$ cat src/rtl/sipo_frame_pkg.sv
// sipo_frame_pkg: shared FSM state type and counter-width helper for the SIPO frame receiver
package sipo_frame_pkg;
  typedef enum logic [1:0] {IDLE, SHIFT, PAR, STOP} state_t;
  function automatic int cnt_w(input int n);
    return (n <= 2) ? 1 : $clog2(n);
  endfunction
endpackage

$ cat src/rtl/sipo_frame_shreg.sv
// sipo_frame_shreg: N-bit right-shift register, new bit enters the MSB, with clear and running XOR
// clk/rst: clock, sync active-low reset; clr: zero the register; shift/din: shift din in at the MSB
// q: parallel value; par: XOR over all bits of q
module sipo_frame_shreg #(
  parameter int N = 8
) (
  input  logic         clk,
  input  logic         rst,
  input  logic         clr,
  input  logic         shift,
  input  logic         din,
  output logic [N-1:0] q,
  output logic         par
);
  always_ff @(posedge clk)
    if (!rst || clr) q <= '0;
    else if (shift) q <= {din, q[N-1:1]};
  assign par = ^q;
endmodule

$ cat src/rtl/sipo_frame_ctrl.sv
// sipo_frame_ctrl: frame receiver (start, N data bits LSB first, optional parity, stop) with valid/ready output
// clk/rst: clock, sync active-low reset; en: block enable; bit_stb/sin: strobed serial bit
// out_ready/out_valid/out_data/out_perr: output word handshake; frame_err/overrun: 1-cycle pulses; busy: not IDLE
module sipo_frame_ctrl
  import sipo_frame_pkg::*;
#(
  parameter int N          = 8,
  parameter int PARITY_EN  = 1,
  parameter int PARITY_ODD = 0
) (
  input  logic         clk,
  input  logic         rst,
  input  logic         en,
  input  logic         bit_stb,
  input  logic         sin,
  input  logic         out_ready,
  output logic [N-1:0] out_data,
  output logic         out_valid,
  output logic         out_perr,
  output logic         frame_err,
  output logic         overrun,
  output logic         busy
);
  localparam int CW = cnt_w(N);
  state_t state, state_d;
  logic [CW-1:0] cnt;
  logic [N-1:0] sr;
  logic stb, par, perr, clr, shift, cap, commit, ferr, accept;
  assign stb = en & bit_stb;
  assign accept = !out_valid || out_ready;
  assign busy = state != IDLE;
  sipo_frame_shreg #(.N(N)) u_shreg (
    .clk(clk), .rst(rst), .clr(clr), .shift(shift), .din(sin), .q(sr), .par(par)
  );
  always_comb begin
    state_d = state;
    clr = 1'b0;
    shift = 1'b0;
    cap = 1'b0;
    commit = 1'b0;
    ferr = 1'b0;
    if (stb)
      case (state)
        IDLE: begin
          clr = !sin;
          state_d = sin ? IDLE : SHIFT;
        end
        SHIFT: begin
          shift = 1'b1;
          state_d = (cnt == CW'(N - 1)) ? ((PARITY_EN != 0) ? PAR : STOP) : SHIFT;
        end
        PAR: begin
          cap = 1'b1;
          state_d = STOP;
        end
        STOP: begin
          commit = sin;
          ferr = !sin;
          state_d = IDLE;
        end
        default: state_d = IDLE;
      endcase
  end
  always_ff @(posedge clk)
    if (!rst) begin
      state <= IDLE;
      cnt <= '0;
      perr <= 1'b0;
    end else begin
      state <= state_d;
      if (clr) cnt <= '0;
      else if (shift) cnt <= cnt + 1'b1;
      if (clr) perr <= 1'b0;
      else if (cap) perr <= par ^ sin ^ 1'(PARITY_ODD);
    end
  always_ff @(posedge clk)
    if (!rst) begin
      out_data <= '0;
      out_valid <= 1'b0;
      out_perr <= 1'b0;
      frame_err <= 1'b0;
      overrun <= 1'b0;
    end else begin
      frame_err <= ferr;
      overrun <= commit & !accept;
      if (commit && accept) begin
        out_data <= sr;
        out_perr <= perr;
        out_valid <= 1'b1;
      end else if (out_ready) out_valid <= 1'b0;
    end
endmodule

$ cat config.mk
export PLATFORM = sky130hd
export DESIGN_NAME = sipo_frame_ctrl
export DESIGN_NICKNAME = d
export VERILOG_FILES = /design/src/rtl/sipo_frame_pkg.sv /design/src/rtl/sipo_frame_shreg.sv /design/src/rtl/sipo_frame_ctrl.sv
export SDC_FILE = /design/constraint.sdc
export NUM_CORES = 1
export LEC_CHECK = 0
export ABC_CLOCK_PERIOD_IN_PS = 2100
export BUFFER_PORTS_ARGS = -buffer_cell sky130_fd_sc_hd__buf_2
export CORE_MARGIN = 2
export CORE_UTILIZATION = 50
export CTS_CLUSTER_DIAMETER = 80
export DETAILED_ROUTE_END_ITERATION = 7
export PLACE_DENSITY_LB_ADDON = 0.25
export SETUP_SLACK_MARGIN = 0.15
export SYNTH_ARGS = -nofsm -noshare
export SYNTH_HDL_FRONTEND = slang
export SYNTH_SLANG_ARGS = --single-unit
$ cat constraint.sdc
create_clock -name clk -period 2.1 [get_ports clk]
set_input_delay 0.105 -clock clk [delete_from_list [all_inputs] [get_ports clk]]
set_output_delay 0.105 -clock clk [all_outputs]
set_load 0.05 [all_outputs]
==> results_dict.tcl, run 1 <==
set metrics [dict create \
    status "complete, no violations" \
    cts_setup_buffers 0 \
    seq_power_share_pct 67.5 \
    synth.most_common_cell "dfxtp_1" \
    ys_async_sr_fraction_pct 0 \
    drive_gt1_share_pct 20.0 \
    core.rowCount 16 \
    seqCellArea_um2 520 \
    die_h_um 50.6 \
    synth_cell_types 28 \
    synth_seq_cells 26 \
    r2r_start "u_shreg.q[5]" \
    start_kind "register" \
    netlist_area_um2 1090 \
    die_area_um2 2560 \
    rr_endpoint "perr" \
    rsz0062_at_grt "false" \
    maxCapViolCount 0 \
    grt_pass1_wl_mm 3.28 \
    cts.path.max_buffers 2 \
    postSynthCellCount 116 \
    synth_common_cells "26 x dfxtp_1, 23 x nand2_1, 12 x a21oi_1" \
    worst_setup_path_end_kind "register" \
    ctsHoldBuffers 0 \
    antenna_left 0 \
    core_area_um2 2000 \
    drc 0 \
    power_density_nw_per_um2 593 \
    p_leak_uw 0.000481 \
    holdPathStages 2 \
    cp.arrival_ns 1.95 \
    vias 815 \
    slowest_delay_ns 0.51 \
    cts_tree "built" \
    intPower_uw 579 \
    worstSkewPairLatency_ns 0.30 \
    max_slew.worst_pin.slew_ns 0.504 \
    cts.sinks 26 \
    hp-class "input port to register" \
    syn_nets 124 \
    hold_start "sin" \
    placed_area_um2 1220 \
    min_period_over_period_pct 81.9 \
    n_antenna_cell 0 \
    viasPerCell 5.03 \
    power.switching_uw 156 \
    h-tree-depth 1 \
    clock_power_share_pct 26.9 \
    antenna_found_initial 0 \
    gp_congestion 0.757 \
    yosysTopAreaCell "dfxtp_1" \
    worstPathRequired_ns 2.33 \
    power_uw 735 \
    grt_max_degree 16 \
    finalSetupViolCount 0 \
    cts_buffers 3 \
    first_pass_iters 4 \
    area_delta_synth_final_pct 14.1 \
    initial_core_util_pct 54.3 \
    cts_resized 0 \
    worstSetupPathType "register to register" \
    finalInstanceArea_um2 1240 \
    nNetsFinal 145 \
    synth_area_leaders "dfxtp_1 48%, mux2i_1 8.3%, nand2_1 7.9%" \
    min_period_ns 1.72 \
    multi_input_area_um2 538 \
    place_hpwl_mm 1.38 \
    switching_share_pct 21.3 \
    fmaxAchievable_mhz 581 \
    avgSynthCellArea_um2 9.36 \
    fp.dieW_um 50.6 \
    overflow 0 \
    io_pins 19 \
    netlist.area_leader.share_pct 47.9 \
    synth-warning-count 0 \
    synth_edf_count 0 \
    slew_violations 0 \
    synth_flop_cell "dfxtp_1" \
    path_cells "xor2_1, xnor3_1, or4b_1, o211ai_1" \
    wl_mm 1.91 \
    combinationalPowerShare_pct 5.6 \
    root_buffer "clkbuf_4" \
    worstRegToRegCells 4 \
    skew_ns 0.00489 \
    ir_worst_vdd_mv 0.301 \
    grt_pass1_vias 810 \
    finalSetupTns_ns 0 \
    min_to "frame_err" \
    hold_ws_ns 0.0663 \
    r2r_slack_ns 0.38 \
    crit_fanout 4 \
    wl_per_cell_um 11.8 \
    final_core_util_pct 61.9 \
    fillers 189 \
    clkTransAtPathRegs_ns 0.13 \
    dr.first_iter.drc_count 13 \
    ys_seq_area_share_pct 47.9 \
    slowest_stage "or4b_1" \
    portBuffers 18 \
    hold_viol_final 0 \
    grt.total_usage_pct 16.9 \
    relSlewSlack_pct 66.2 \
]
==> cells in the final DEF, fill, tap and decap left out <==
cell / instances
nand3_1: 1
nor3_1: 3
o211ai_1: 1
mux2i_1: 9
xnor2_1: 5
o2111ai_1: 1
or4b_1: 1
nand2b_1: 1
or2b_1: 1
xnor3_1: 1
o21a_1: 1
nand4b_1: 1
a21oi_1: 12
xor2_1: 1
nor2b_1: 11
nor2_1: 3
buf_4: 4
o31ai_2: 1
dfxtp_1: 26
and3_1: 1
inv_1: 1
or2_4: 1
clkbuf_4: 3
o211a_1: 1
nand2_1: 23
ha_1: 2
nor3b_1: 1
buf_2: 18
==> registers in the layout (all words and copies together) (netlist names), named ones only <==
signal     cells
cnt            3
frame_err      1
out_data       8
out_perr       1
out_valid      1
overrun        1
perr           1
state          1
u_shreg.q      8
==> power groups by stage <==
stage	logic, µW	clock network, µW	registers, µW
final	40.9	198	496
after global routing	44.3	227	497
after CTS	41.2	212	497
after detailed placement	40.9	0	508
after global placement	39.9	0	507
after floorplan	24.3	0	507
==> worst max path at each step <==
| stage | startpoint | end | slack [ns] | cells after the start |
|---|---|---|---|---|
| after floorplan | register | cnt[0] | 0.51 | 5 |
| after global placement | u_shreg.q[5] | perr | 0.49 | 4 |
| after detailed placement | u_shreg.q[5] | perr | 0.43 | 4 |
| after CTS | u_shreg.q[5] | perr | 0.38 | 4 |
| after global routing | u_shreg.q[4] | perr | 0.28 | 4 |
| final | u_shreg.q[5] | perr | 0.38 | 4 |
==> metal layers <==
metal,vias up,routed length (µm),GRT usage (%)
met2,10,930,30.7
met3,2,52,2.68
met4,0,13,6.76
met5,-,0,0
met1,376,909,19.6
li1,427,-,-
==> cell families (layout without fill, tap and decap cells) <==
| logic type | count (synthesis) | in the layout | synth area share, % |
|---|---|---|---|
| XOR/XNOR | 7 | 7 | 6.91 |
| buffers and inverters | 7 | 26 | 2.53 |
| AO/OA/AOI/OAI | 17 | 17 | 9.79 |
| flip-flops | 26 | 26 | 47.9 |
| AND/OR/NAND/NOR | 48 | 48 | 22.2 |
| multiplexers | 9 | 9 | 8.30 |
| adder cells (fa/ha/maj) | 2 | 2 | 2.30 |
==> critical path, delay by kind of cell (launching register included) <==
family	cells	cell delay (ns)
and+or+nand+nor	1	0.51
AOI/OAI and AO/OA	1	0.11
DFF	1	0.41
xor gates and xnor gates	2	0.61
==> layout make-up <==
cell class	count	area share, %
Clock buffer	3	1.82
Multi-Input combinational cell	83	43.4
Sequential cell	26	42.0
Timing Repair Buffer	22	9.70
Inverter	1	0.303
Tap cell	27	2.73
==> metrics by stage <==
stage	instances	setup slack [ns]
floorplan	116	0.514
global placement	159	0.494
detailed placement	159	0.427
CTS	162	0.380
global route	162	0.284
finish	162	0.380
Power figures use the tool's default switching activity.
==> run 2, diff against run 1 <==
--- a/config.mk
+++ b/config.mk
@@ -5,10 +5,10 @@
 export SDC_FILE = /design/constraint.sdc
 export NUM_CORES = 1
 export LEC_CHECK = 0
-export ABC_CLOCK_PERIOD_IN_PS = 2100
+export ABC_CLOCK_PERIOD_IN_PS = 1530
 export BUFFER_PORTS_ARGS = -buffer_cell sky130_fd_sc_hd__buf_2
 export CORE_MARGIN = 2
-export CORE_UTILIZATION = 50
+export CORE_UTILIZATION = 48
 export CTS_CLUSTER_DIAMETER = 80
 export DETAILED_ROUTE_END_ITERATION = 7
 export PLACE_DENSITY_LB_ADDON = 0.25
==> constraint.sdc (replaced) <==
create_clock -name clk -period 1.53 [get_ports clk]
set_input_delay 0.0765 -clock clk [delete_from_list [all_inputs] [get_ports clk]]
set_output_delay 0.0765 -clock clk [all_outputs]
set_load 0.05 [all_outputs]
==> results_dict.tcl, run 2 (synthesis gave the netlist of run 1 again) <==
set metrics [dict create \
    ir_worst_vdd_mv 0.704 \
    combinationalPowerShare_pct 6.6 \
    seq_power_share_pct 66.2 \
    slew_violations 0 \
    hp-class "input port to register" \
    grt_pass1_vias 783 \
    maxCapViolCount 0 \
    dp.cells 164 \
    first_pass_iters 4 \
    gp_congestion 0.784 \
    overflow 0 \
    root_buffer "clkbuf_4" \
    cp.arrival_ns 1.81 \
    cts.path.max_buffers 2 \
    ctsHoldBuffers 0 \
    grt_pass1_wl_mm 3.47 \
    switching_share_pct 22.1 \
    grt_max_degree 16 \
    drc 0 \
    slowest_delay_ns 0.47 \
    worstSetupPathType "register to register" \
    cts.sinks 26 \
    p_leak_uw 0.000539 \
    nNetsFinal 155 \
    timing.critical_path.buf_inv 0 \
    finalSetupViolCount 1 \
    min_period_ns 1.56 \
    top_regs "out_data x8, u_shreg.q x8, cnt x3" \
    start_kind "register" \
    slowest_stage "or4b_1" \
    hold_ws_ns 0.0972 \
    critPathTopFamily "XOR/XNOR gates" \
    viasPerCell 4.99 \
    worst_setup_path_end_kind "register" \
    core.rowCount 17 \
    crit_fanout 2 \
    antenna_found_initial 0 \
    vias 864 \
    fmaxAchievable_mhz 641 \
    drive_gt1_share_pct 32.4 \
    cts_buffers 3 \
    area_delta_synth_final_pct 25.5 \
    violations "negative setup slack" \
    fin_cells 173 \
    max_slew.worst_pin.slew_ns 0.393 \
    portBuffers 18 \
    relSlewSlack_pct 73.8 \
    worstSkewPairLatency_ns 0.31 \
    layout_common_cells "23 x nand2_1, 19 x dfxtp_1, 18 x buf_2" \
    power.switching_uw 227 \
    rsz0062_at_grt "true" \
    place_hpwl_mm 1.47 \
    antenna_left 0 \
    cts_tree "built" \
    n_antenna_cell 0 \
    io_pins 19 \
    initial_core_util_pct 50.1 \
    grt.total_usage_pct 17.9 \
    worst_slack_ns -0.0308 \
    h-tree-depth 1 \
    power_density_nw_per_um2 754 \
    fp.dieW_um 51.6 \
    die_h_um 51.6 \
    die_area_um2 2660 \
    wl_per_cell_um 12.2 \
    path_cells "xnor2_2, xnor3_1, or4b_1, o211ai_1" \
    min_period_over_period_pct 102 \
    clock_power_share_pct 27.2 \
    dr.first_iter.drc_count 13 \
    final_common_cell "nand2_1" \
    hold_viol_final 0 \
    clkTransAtPathRegs_ns 0.13 \
    status "finished with violations" \
    core_area_um2 2170 \
    intPower_uw 800 \
    worstPathRequired_ns 1.78 \
    skew_ns 0.00381 \
    wl_mm 2.11 \
]
==> run 2: cell types whose count changed in the layout (fill, tap and decap cells not counted) <==
| cell | before | now |
|---|---|---|
| o31ai_2 | 1 | 0 |
| buf_4 | 4 | 13 |
| dfxtp_2 | 0 | 6 |
| nand3_1 | 1 | 0 |
| nand3_2 | 0 | 1 |
| nor3_4 | 0 | 1 |
| o31ai_4 | 0 | 1 |
| xnor2_1 | 5 | 4 |
| nor3_1 | 3 | 2 |
| dfxtp_1 | 26 | 19 |
| dfxtp_4 | 0 | 1 |
| xnor2_2 | 0 | 1 |
| buf_6 | 0 | 1 |
==> run 2: timing repair <==
item | 4_1_cts | 5_1_grt
cloned | 1 | 0
setup buffers | 3 | 2
gates resized for setup | 6 | 7
pin swaps | 2 | 2
setup endpoints to repair | 14 | 21
==> run 2: layout make-up <==
class,count,area (µm²)
clock buffer,3,22.5
fill,199,807
inverter,1,3.75
multi-input combinational,83,571
sequential,26,532
tap,28,35.0
timing repair buffer,32,199
==> run 2: power by group through the flow <==
stage,clock [µW],sequential (µW),combinational [µW]
after floorplan,0,696,33.8
after global placement,0,696,57.9
after detailed placement,0,697,59.8
after CTS,290,682,62.0
after global routing,313,681,73.0
final,279,680,67.4
==> run 2: worst min-delay path, stage by stage <==
cell    delay, ns
buf_2        0.11
buf_4        0.14
nor3_1       0.06
==> run 2: path summary, 6_finish.rpt <==
kind              slack (ns)   endpoint          from  cells past startpoint
setup / recovery       -0.03       perr  u_shreg.q[0]                      4
hold / removal           0.1  frame_err           sin                      3
setup reg to reg       -0.03       perr  u_shreg.q[0]                      4
hold reg to reg         0.48     cnt[2]        cnt[2]                      2
==> run 2: metal layers <==
metal	global-route usage [%]	up-vias	wire length, µm
li1	-	449	-
met1	23.0	398	950
met2	29.3	13	1070
met3	2.59	4	50
met4	9.21	0	42
met5	0	-	0
==> run 2: metrics by stage <==
| stage | TNS, ns | area (µm²) | worst slack [ns] | utilization, % | power, µW |
|---|---|---|---|---|---|
| 6_report | -0.0308 | 1360 | -0.0308 | 62.8 | 1030 |
| 3_5_place_dp | -0.0125 | 1250 | -0.0125 | 57.7 | 756 |
| 3_3_place_gp | 0 | 1250 | 0.0433 | 57.7 | 754 |
| 2_1_floorplan | 0 | 1090 | 0.0677 | - | 730 |
| 5_1_grt | -0.0974 | 1360 | -0.0974 | 62.8 | 1070 |
| 4_1_cts | -0.0492 | 1310 | -0.0492 | 60.4 | 1030 |
